==> src/rtl/ysyx_22041071_axi_w_master_pkg.sv <==
// Shared AXI4 constants for the write-channel initiator: default bus widths,
// AxBURST encodings and xRESP codes.
// Imported by ysyx_22041071_axi_w_master; holds no logic.
package ysyx_22041071_axi_w_master_pkg;

    localparam int AXI_ID_W   = 4;
    localparam int AXI_ADDR_W = 64;
    localparam int AXI_DATA_W = 64;
    localparam int AXI_LEN_W  = 8;

    localparam logic [1:0] BURST_FIXED = 2'b00;
    localparam logic [1:0] BURST_INCR  = 2'b01;
    localparam logic [1:0] BURST_WRAP  = 2'b10;

    localparam logic [1:0] RESP_OKAY   = 2'b00;
    localparam logic [1:0] RESP_EXOKAY = 2'b01;
    localparam logic [1:0] RESP_SLVERR = 2'b10;
    localparam logic [1:0] RESP_DECERR = 2'b11;

endpackage

==> src/rtl/ysyx_22041071_axi_w_master.sv <==
// AXI4 write initiator (AW/W/B) for the CPU core: one request in, its beats streamed on W, its B response returned.
// Latency: request accepted in cycle N drives axi_aw_valid in N+1; W is a combinational pass-through; cpu_b_valid one cycle after the B handshake.
// Backpressure: AW payload is held until axi_aw_ready; cpu_w_ready follows axi_w_ready; only one outstanding transaction.
// Ports: cpu_aw_* request in, cpu_w_* beats in, cpu_b_* completion pulse out;
//        axi_aw_* / axi_w_* / axi_b_* are the AXI4 write channels toward the crossbar.
module ysyx_22041071_axi_w_master
    import ysyx_22041071_axi_w_master_pkg::*;
#(
    parameter int ID_W   = AXI_ID_W,
    parameter int ADDR_W = AXI_ADDR_W,
    parameter int DATA_W = AXI_DATA_W,
    parameter int LEN_W  = AXI_LEN_W
) (
    input  logic                clk,
    input  logic                reset,
    // CPU request
    input  logic                cpu_aw_valid,
    output logic                cpu_aw_ready,
    input  logic [ID_W-1:0]     cpu_id,
    input  logic [ADDR_W-1:0]   cpu_addr,
    input  logic [LEN_W-1:0]    cpu_len,
    input  logic [1:0]          cpu_size,
    // CPU write beats
    input  logic                cpu_w_valid,
    output logic                cpu_w_ready,
    input  logic [DATA_W-1:0]   cpu_w_data,
    input  logic [DATA_W/8-1:0] cpu_w_strb,
    // CPU completion
    output logic                cpu_b_valid,
    output logic [1:0]          cpu_b_resp,
    output logic [ID_W-1:0]     cpu_b_id,
    // AXI AW
    output logic                axi_aw_valid,
    input  logic                axi_aw_ready,
    output logic [ID_W-1:0]     axi_aw_id,
    output logic [ADDR_W-1:0]   axi_aw_addr,
    output logic [LEN_W-1:0]    axi_aw_len,
    output logic [2:0]          axi_aw_size,
    output logic [1:0]          axi_aw_burst,
    output logic [2:0]          axi_aw_prot,
    output logic                axi_aw_lock,
    output logic [3:0]          axi_aw_cache,
    output logic [3:0]          axi_aw_qos,
    output logic [3:0]          axi_aw_region,
    output logic                axi_aw_user,
    // AXI W
    output logic                axi_w_valid,
    input  logic                axi_w_ready,
    output logic [DATA_W-1:0]   axi_w_data,
    output logic [DATA_W/8-1:0] axi_w_strb,
    output logic                axi_w_last,
    // AXI B
    input  logic                axi_b_valid,
    output logic                axi_b_ready,
    input  logic [1:0]          axi_b_resp,
    input  logic [ID_W-1:0]     axi_b_id
);

    typedef enum logic [1:0] {
        S_IDLE = 2'd0,
        S_ADDR = 2'd1,
        S_DATA = 2'd2,
        S_RESP = 2'd3
    } state_e;

    state_e              state_q;
    logic [ID_W-1:0]     aw_id_q;
    logic [ADDR_W-1:0]   aw_addr_q;
    logic [LEN_W-1:0]    aw_len_q;
    logic [2:0]          aw_size_q;
    logic [1:0]          aw_burst_q;
    logic [LEN_W-1:0]    beat_cnt_q;
    logic                b_vld_q;
    logic [1:0]          b_resp_q;
    logic [ID_W-1:0]     b_id_q;

    logic in_data;
    logic w_hs;
    logic w_last;

    assign in_data = (state_q == S_DATA);
    assign w_last  = in_data && (beat_cnt_q == aw_len_q);
    assign w_hs    = in_data && cpu_w_valid && axi_w_ready;

    always_ff @(posedge clk) begin
        if (reset) begin
            state_q    <= S_IDLE;
            aw_id_q    <= '0;
            aw_addr_q  <= '0;
            aw_len_q   <= '0;
            aw_size_q  <= '0;
            aw_burst_q <= '0;
            beat_cnt_q <= '0;
            b_vld_q    <= 1'b0;
            b_resp_q   <= '0;
            b_id_q     <= '0;
        end else begin
            // completion is a single-cycle pulse
            b_vld_q <= 1'b0;
            case (state_q)
                S_IDLE: begin
                    if (cpu_aw_valid) begin
                        aw_id_q    <= cpu_id;
                        // bus-aligned address: the CPU already lane-aligns data and strobes
                        aw_addr_q  <= cpu_addr & ~ADDR_W'(7);
                        aw_len_q   <= cpu_len;
                        aw_size_q  <= {1'b0, cpu_size};
                        aw_burst_q <= BURST_INCR;
                        state_q    <= S_ADDR;
                    end
                end
                S_ADDR: begin
                    if (axi_aw_ready) begin
                        beat_cnt_q <= '0;
                        state_q    <= S_DATA;
                    end
                end
                S_DATA: begin
                    if (w_hs) begin
                        beat_cnt_q <= beat_cnt_q + LEN_W'(1);
                        if (w_last) begin
                            state_q <= S_RESP;
                        end
                    end
                end
                S_RESP: begin
                    if (axi_b_valid) begin
                        b_resp_q <= axi_b_resp;
                        b_id_q   <= axi_b_id;
                        b_vld_q  <= 1'b1;
                        state_q  <= S_IDLE;
                    end
                end
                default: state_q <= S_IDLE;
            endcase
        end
    end

    // Held off while reset is asserted so no request is taken during reset.
    assign cpu_aw_ready  = (state_q == S_IDLE) && !reset;

    assign axi_aw_valid  = (state_q == S_ADDR);
    assign axi_aw_id     = aw_id_q;
    assign axi_aw_addr   = aw_addr_q;
    assign axi_aw_len    = aw_len_q;
    assign axi_aw_size   = aw_size_q;
    assign axi_aw_burst  = aw_burst_q;
    assign axi_aw_prot   = 3'b000;
    assign axi_aw_lock   = 1'b0;
    assign axi_aw_cache  = 4'b0000;
    assign axi_aw_qos    = 4'b0000;
    assign axi_aw_region = 4'b0000;
    assign axi_aw_user   = 1'b0;

    // W pass-through, gated so nothing leaks onto the bus before the AW handshake.
    assign axi_w_valid   = in_data && cpu_w_valid;
    assign cpu_w_ready   = in_data && axi_w_ready;
    assign axi_w_data    = in_data ? cpu_w_data : '0;
    assign axi_w_strb    = in_data ? cpu_w_strb : '0;
    assign axi_w_last    = w_last;

    assign axi_b_ready   = (state_q == S_RESP);
    assign cpu_b_valid   = b_vld_q;
    assign cpu_b_resp    = b_resp_q;
    assign cpu_b_id      = b_id_q;

endmodule
==> config.mk <==
export PLATFORM = sky130hd
export DESIGN_NAME = ysyx_22041071_axi_w_master
export DESIGN_NICKNAME = d
export VERILOG_FILES = /design/src/rtl/ysyx_22041071_axi_w_master_pkg.sv /design/src/rtl/ysyx_22041071_axi_w_master.sv
export SDC_FILE = /design/constraint.sdc
export NUM_CORES = 1
export LEC_CHECK = 0
export BUFFER_PORTS_ARGS = -buffer_cell sky130_fd_sc_hd__buf_2
export CAP_MARGIN = 20
export CORE_AREA = 2 2 136 138
export CTS_BUF_LIST = sky130_fd_sc_hd__clkbuf_2 sky130_fd_sc_hd__clkbuf_4 sky130_fd_sc_hd__clkbuf_8
export CTS_CLUSTER_DIAMETER = 80
export CTS_CLUSTER_SIZE = 40
export DETAILED_ROUTE_END_ITERATION = 10
export DIE_AREA = 0 0 138 140
export MAX_ROUTING_LAYER = met4
export PLACE_DENSITY_LB_ADDON = 0.15
export SLEW_MARGIN = 40
export SYNTH_ARGS = -nofsm -noshare
export SYNTH_HDL_FRONTEND = slang
export SYNTH_SLANG_ARGS = --single-unit
==> constraint.sdc <==
create_clock -name clk -period 3.1 [get_ports clk]
set_input_delay 0.62 -clock clk [delete_from_list [all_inputs] [get_ports clk]]
set_output_delay 0.62 -clock clk [all_outputs]
set_load 0.01 [all_outputs]
==> results of run 1 <==
[sequential cells by signal (all words and copies together) (netlist names)]
name,cells
axi_aw_id,4
axi_aw_burst,1
cpu_b_id,4
axi_aw_addr,61
beat_cnt_q,8
axi_aw_size,2
state_q,2
cpu_b_resp,2
axi_aw_len,8
cpu_b_valid,1
[report_power, final]
group	internal (mW)	switching [mW]	leakage [nW]
Clock	0.310	0.484	0.0972
Combinational	0.665	0.928	2.34
Sequential	1.39	0.112	0.760
[how the worst min path moves through the flow]
stage	startpoint	endpoint	slack [ps]	cells after the start
6_report	axi_aw_addr[42]$_SDFFE_PP0P_	axi_aw_addr[42]$_SDFFE_PP0P_	450	2
5_1_grt	cpu_addr[31]	axi_aw_addr[31]$_SDFFE_PP0P_	440	3
4_1_cts	cpu_addr[29]	axi_aw_addr[29]$_SDFFE_PP0P_	430	3
3_5_place_dp	axi_aw_addr[38]$_SDFFE_PP0P_	axi_aw_addr[38]$_SDFFE_PP0P_	440	2
3_3_place_gp	axi_aw_addr[14]$_SDFFE_PP0P_	axi_aw_addr[14]$_SDFFE_PP0P_	440	2
2_1_floorplan	beat_cnt_q[7]$_SDFFE_PP0P_	beat_cnt_q[7]$_SDFFE_PP0P_	460	2
[cells by family after synthesis]
kind of cell / Yosys count / share of synthesized area [%]
AOI/OAI and AO/OA: 96 / 12.3
muxes: 1 / 0.359
buffers and inverters: 63 / 7.81
DFF: 93 / 44.5
xor gates and xnor gates: 11 / 2.30
and+or+nand+nor: 276 / 31.1
adders and majority gates: 5 / 1.50
other: 1 / 0.0897
[cell usage in the layout (no fill, tap or decap), types with 2 or more instances in the layout]
| master | count |
|---|---|
| clkinv_4 | 4 |
| or3_1 | 3 |
| buf_12 | 4 |
| conb_1 | 22 |
| diode_2 | 6 |
| buf_2 | 320 |
| nand2_1 | 161 |
| inv_6 | 2 |
| dfxtp_1 | 93 |
| and2_1 | 74 |
| inv_1 | 4 |
| nand3_1 | 9 |
| nor4_1 | 2 |
| buf_4 | 4 |
| nor2_1 | 9 |
| ha_1 | 4 |
| nand2b_1 | 3 |
| a21oi_1 | 86 |
| o21ai_0 | 3 |
| nor2b_1 | 3 |
| xor2_1 | 11 |
| nand4_1 | 5 |
| clkbuf_8 | 9 |
[critical path, delay by kind of cell, from the launching register on]
kind,cells,cell delay (ps)
fa+ha+maj,1,440
buf+inv,3,620
flops,1,340
simple gates,1,200
[metrics by stage]
| stage | util (%) | std cells | setup slack, ps |
|---|---|---|---|
| 2_1_floorplan | - | 567 | 1220 |
| 3_3_place_gp | 33.5 | 1065 | 861 |
| 3_5_place_dp | 33.5 | 1065 | 903 |
| 4_1_cts | 34.6 | 1081 | 472 |
| 5_1_grt | 34.6 | 1086 | 285 |
| 6_report | 34.7 | 1087 | 499 |
[layout make-up]
cell class                 instances  area, um^2
antenna                            6        15.0
clock buffer                       9         124
clock inverter                     7        68.8
fill                            1989       11600
inverter                           4        15.0
multi-input combinational        411        2080
sequential                        93        1860
tap                              229         287
timing repair buffer             328        1710
[per-layer routing]
layer / up-vias / share of wire [%] / routed length, um
met5: - / 0 / 0
met4: 0 / 2.5 / 388
met3: 21 / 7.8 / 1210
met2: 208 / 50 / 7740
met1: 2073 / 40 / 6110
li1: 2319 / - / -
==> metrics.yaml, run 1 <==
post-synth-top-count-cell: "nand2_1"
clockRootBuffer: "clkbuf_8"
grt.met3_usage_pct: 4.92
power.ir.vdd_worst_uv: 277
start_kind: "flop"
top_usage_layer: "met2"
fin_crit_sh_pct: 83.9
final_layout_size_suffix_gt1_share_pct: 41.3
cts_num_sinks: 93
clk_latency_ps: 380
netlist_top_cells_count: "nand2_1, dfxtp_1, a21oi_1"
cp_data_required_time_ps: 2480
max_slew.worst_pin.slew_ps: 599
globalRoute.totalOverflow: 0
cap_viol_max_count: 0
grtUsageMet2_pct: 26.7
routed_length_per_placed_instance_um: 14.2
avgViaCountPerCell: 4.25
synth_seq_area_share_pct: 44.5
cts_max_level: 3
fin_setup_tns_ps: 0
outcome: "finished clean"
skew_ps: 14.8
initial_core_util_pct: 23.5
async_flop_share_pct: 0
cp_cell_sequence: "inv_1 -> ha_2 -> buf_4 -> and2_1 -> buf_2"
grt_max_degree: 75
postSynthAreaPerCell_um2: 7.66
die_y_um: 140
fin_total_pwr_mw: 3.88
groute.usage.overall_pct: 15.7
synth_warnings: 0
cts-root-to-sink-buffers: 2
routability_congestion_estimate_from_global_placement: 0.900
cts_hold_buf: 0
numPortBuffers: 320
final_period_minus_worst_setup_slack_ps: 2600
leakage_dissipation_nw: 3.20
post-synth-top-area-fraction_pct: 44.5
timing.final.max_slew_violations: 0
core_region_area_um2: 17800
clk_pin_slew_ps: 90
postPlaceCellArea_um2: 5950
max_stage_delay_ps: 440
critical_path.reg2reg.startpoint: "state_q[0]$_SDFFE_PP0P_"
power.density_cell_area_nw_per_um2: 630
timing.hold.worst.class: "flop to flop"
die_area_um2: 19300
tritoncts_clock_tree: "built"
firstDrtPassIters: 4
grt_first_pass_wirelength_mm: 23.7
netlist_area_um2: 4180
synth.largest_area_cell: "dfxtp_1"
totalWireLength_mm: 15.4
rows: 49
yosys.cell_types.count: 32
critical-path-slowest-cell: "ha_2"
first_global_vias: 4457
cts_resized: 0
total_cts_buffers: 9
drtIter0Drc: 101
synth.ff_latch_count: 93
criticalPathCategory: "flop to output pin"
setup_repair_after_global_routing_missed_its_margin: "no"
worstPathArrival_ps: 1980
clock.fmax_mhz: 384
r2r_setup_slack_ps: 1080
synthTopCellsByArea: "dfxtp_1, nand2_1, and2_1"
worst_hold_slack_across_all_endpoints_ps: 453
post-route-drc-count: 0
r2r_end: "state_q[1]$_SDFFE_PP0P_"
end_kind: "output pin"
timing.slew.headroom_pct: 59.9
synth_edf_count: 0
finalNetCount: 1015
setup.worst_path.start: "state_q[0]$_SDFFE_PP0P_"
die_x_um: 138
ioPinCount: 346
final-setup-viol-count: 0
final_area_um2: 6160
synth_cells: 546
synthToLayoutAreaGrowth_pct: 47.3
count_of_final_hold_check_violations: 0
drtAntennaViolNets: 0
dp_hpwl_mm: 12.4
antenna_found_initial: 5
routed-via-count: 4621
dominant_register_cell_in_the_synthesized_netlist: "dfxtp_1"
critical_path_peak_fanout: 51
worst_r2r_path_depth: 6
post-cts-setup-buffer-count: 0
critical_path.endpoint: "axi_w_data[52]"
use_met1_pct: 17.4
(Power assumes the default switching activity.)
==> run 2: changes to the inputs <==
--- a/config.mk
+++ b/config.mk
@@ -5,14 +5,15 @@
 export SDC_FILE = /design/constraint.sdc
 export NUM_CORES = 1
 export LEC_CHECK = 0
+export ABC_AREA = 1
 export BUFFER_PORTS_ARGS = -buffer_cell sky130_fd_sc_hd__buf_2
 export CAP_MARGIN = 20
-export CORE_AREA = 2 2 136 138
+export CORE_AREA = 2 2 132 134
 export CTS_BUF_LIST = sky130_fd_sc_hd__clkbuf_2 sky130_fd_sc_hd__clkbuf_4 sky130_fd_sc_hd__clkbuf_8
 export CTS_CLUSTER_DIAMETER = 80
 export CTS_CLUSTER_SIZE = 40
 export DETAILED_ROUTE_END_ITERATION = 10
-export DIE_AREA = 0 0 138 140
+export DIE_AREA = 0 0 134 136
 export MAX_ROUTING_LAYER = met4
 export PLACE_DENSITY_LB_ADDON = 0.15
 export SLEW_MARGIN = 40
==> constraint.sdc (replaced) <==
create_clock -name clk -period 2.2 [get_ports clk]
set_input_delay 0.44 -clock clk [delete_from_list [all_inputs] [get_ports clk]]
set_output_delay 0.44 -clock clk [all_outputs]
set_load 0.01 [all_outputs]
==> run 2 against run 1 <==
Count of clock-buffer cells in the layout grew 1. Worst setup slack worse by 350 ps. Die area down 5.7%. Register-to-register slack got worse by 450 ps. Global-route usage grew 0.24 points. Clock power grew 66%. Non-clock buffer count fell by 2. Synthesized cell count up 19%. Hold slack got worse by 160 ps. Cell count increased by 8.8%. Sequential power increased by 56%. Highest routed layer unchanged.
==> metrics.yaml, run 2 <==
outcome: "finished clean"
drtIter0Drc: 156
clock.fmax_mhz: 488
die_x_um: 134
holdPathStages: 3
numPortBuffers: 320
postPlaceCellArea_um2: 6050
end_kind: "output pin"
switchingPower_mw: 2.60
tritoncts_clock_tree: "built"
synth.ff_latch_count: 93
power.share.sequential_pct: 36.1
ioPinCount: 346
criticalPathCategory: "flop to output pin"
antenna_found_initial: 4
first_global_vias: 4310
setup_repair_after_global_routing_missed_its_margin: "no"
start_kind: "flop"
finalNetCount: 1119
comb_pwr_share_pct: 43.5
power_report.internal_total_mw: 3.90
async_flop_share_pct: 0
synth_cells: 648
cts_max_level: 3
netlist_top_cells_count: "nor2_1, nand2_1, inv_1"
post-cts-setup-buffer-count: 0
synth.largest_area_cell: "dfxtp_1"
post-route-drc-count: 0
synthTopCellsByArea: "dfxtp_1, nor2_1, o21ai_0"
count_of_final_hold_check_violations: 0
avgViaCountPerCell: 4.02
initial_core_util_pct: 25.6
clk_pin_slew_ps: 100
power.switching_fraction_pct: 40.0
grt_first_pass_wirelength_mm: 21.8
final_layout_size_suffix_gt1_share_pct: 37.9
drtAntennaViolNets: 0
core_region_area_um2: 16900
rows: 48
skew_ps: 9.12
globalRoute.totalOverflow: 0
die_area_um2: 18200
final_period_minus_worst_setup_slack_ps: 2050
synth_warnings: 0
groute.usage.overall_pct: 16.0
power.density_cell_area_nw_per_um2: 1030
timing.hold.worst.class: "input port to flop"
worst_r2r_path_depth: 10
power.ir.vdd_worst_uv: 478
synth_seq_area_share_pct: 43.1
total_cts_buffers: 9
worstPathArrival_ps: 1610
fin_total_pwr_mw: 6.50
totalWireLength_mm: 15.1
clk_latency_ps: 370
largest_register_ffs: 61
cts_num_sinks: 93
post-synth-top-area-fraction_pct: 43.1
post-synth-top-count-cell: "nor2_1"
mostFrequentLayoutCell: "buf_2"
critical_path_peak_fanout: 29
final_area_um2: 6330
cp_data_required_time_ps: 1760
postSynthAreaPerCell_um2: 6.66
die_y_um: 136
most-common-layout-cells: "buf_2, nor2_1, nand2_1"
dp_hpwl_mm: 11.5
yosys.cell_types.count: 29
clock_power_share_pct: 20.4
fin_crit_sh_pct: 93.2
synthToLayoutAreaGrowth_pct: 46.6
cap_viol_max_count: 0
leakage_dissipation_nw: 3.89
timing.final.max_slew_violations: 0
cts-root-to-sink-buffers: 2
routed_length_per_placed_instance_um: 12.8
synth_edf_count: 0
netlist_area_um2: 4320
grt_max_degree: 82
routability_congestion_estimate_from_global_placement: 0.778
routed-via-count: 4760
dominant_register_cell_in_the_synthesized_netlist: "dfxtp_1"
final-setup-viol-count: 0
fin_setup_tns_ps: 0
num-fill-cells: 1890
firstDrtPassIters: 4
clockRootBuffer: "clkbuf_8"
run 2: cell types whose count changed after synthesis, sizes merged, moves of 5 or more:
| cell | previous run | this run |
|---|---|---|
| and2 | 75 | 0 |
| nand3 | 10 | 4 |
| inv | 4 | 103 |
| a21oi | 86 | 14 |
| nand2 | 162 | 108 |
| clkbuf | 31 | 16 |
| buf | 28 | 39 |
| o21ai | 3 | 85 |
| nand4 | 5 | 0 |
| xor2 | 11 | 0 |
| nor3 | 0 | 7 |
| nor2 | 9 | 168 |
run 2: final cells by class:
cell class / instances / area [um^2] / share of cell area (%)
Antenna cell: 2 / 5.00 / 0.0791
Clock buffer: 10 / 131 / 2.08
Clock inverter: 6 / 92.6 / 1.46
Inverter: 103 / 392 / 6.19
Multi-Input combinational cell: 418 / 1840 / 29.1
Sequential cell: 93 / 1860 / 29.4
Tap cell: 225 / 282 / 4.45
Timing Repair Buffer: 326 / 1730 / 27.3
run 2: kinds of logic (layout without fill, tap and decap cells):
| group | count (synthesis) | count (layout) | synth area share (%) |
|---|---|---|---|
| adders and majority gates | 5 | 5 | 1.45 |
| DFF | 93 | 93 | 43.1 |
| AOI/OAI and AO/OA | 101 | 101 | 12.3 |
| other | 1 | 24 | 0.0869 |
| xor gates and xnor gates | 3 | 3 | 0.609 |
| buffers and inverters | 158 | 445 | 16.4 |
| and+or+nand+nor | 287 | 287 | 26.0 |
run 2: worst paths after layout:
path | start | endpoint | slack [ps]
max | state_q[0]$_SDFFE_PP0P_ | axi_w_data[21] | 150
min | cpu_addr[60] | axi_aw_addr[60]$_SDFFE_PP0P_ | 300
max reg2reg | state_q[1]$_SDFFE_PP0P_ | beat_cnt_q[7]$_SDFFE_PP0P_ | 630
min reg2reg | axi_aw_burst[0]$_SDFFE_PP0P_ | axi_aw_burst[0]$_SDFFE_PP0P_ | 480
run 2: stage by stage:
| step | hold slack (ps) | instances | setup slack (ps) | util, % |
|---|---|---|---|---|
| after floorplan | 470 | 669 | 596 | - |
| final | 298 | 1183 | 150 | 37.5 |
| after detailed placement | 461 | 1164 | 437 | 35.9 |
| after global routing | 292 | 1183 | 15.0 | 37.5 |
| after CTS | 276 | 1180 | 71.5 | 37.3 |
| after global placement | 457 | 1164 | 454 | 35.9 |
run 2: critical path, stage by stage, from the launching register on:
cell	delay [ps]
dfxtp_1	340
inv_1	140
ha_4	270
clkbuf_16	240
nand2_1	70
inv_1	50
buf_2	120
run 2: per-layer routing:
| layer | wire length, um | vias up | track usage, % | part of all wire, % |
|---|---|---|---|---|
| li1 | - | 2507 | - | - |
| met1 | 5440 | 2031 | 15.3 | 36 |
| met2 | 7920 | 195 | 29.4 | 52 |
| met3 | 1330 | 27 | 5.41 | 8.8 |
| met4 | 405 | 0 | 6.68 | 2.7 |
| met5 | 0 | - | - | 0 |
run 2: what timing repair did:
action | in CTS | in global routing
gates resized for setup | 1 | 2
gates cloned | 0 | 1
endpoints found under the setup margin | 1 | 4
hold buffers | 0 | 0
run 2: power by group through the flow:
stage	clock, mW	sequential, mW	combinational, mW
2_1_floorplan	0	2.58	1.48
3_3_place_gp	0	2.37	2.82
3_5_place_dp	0	2.39	2.82
4_1_cts	1.39	2.35	2.83
5_1_grt	1.45	2.41	3.20
6_report	1.32	2.34	2.83
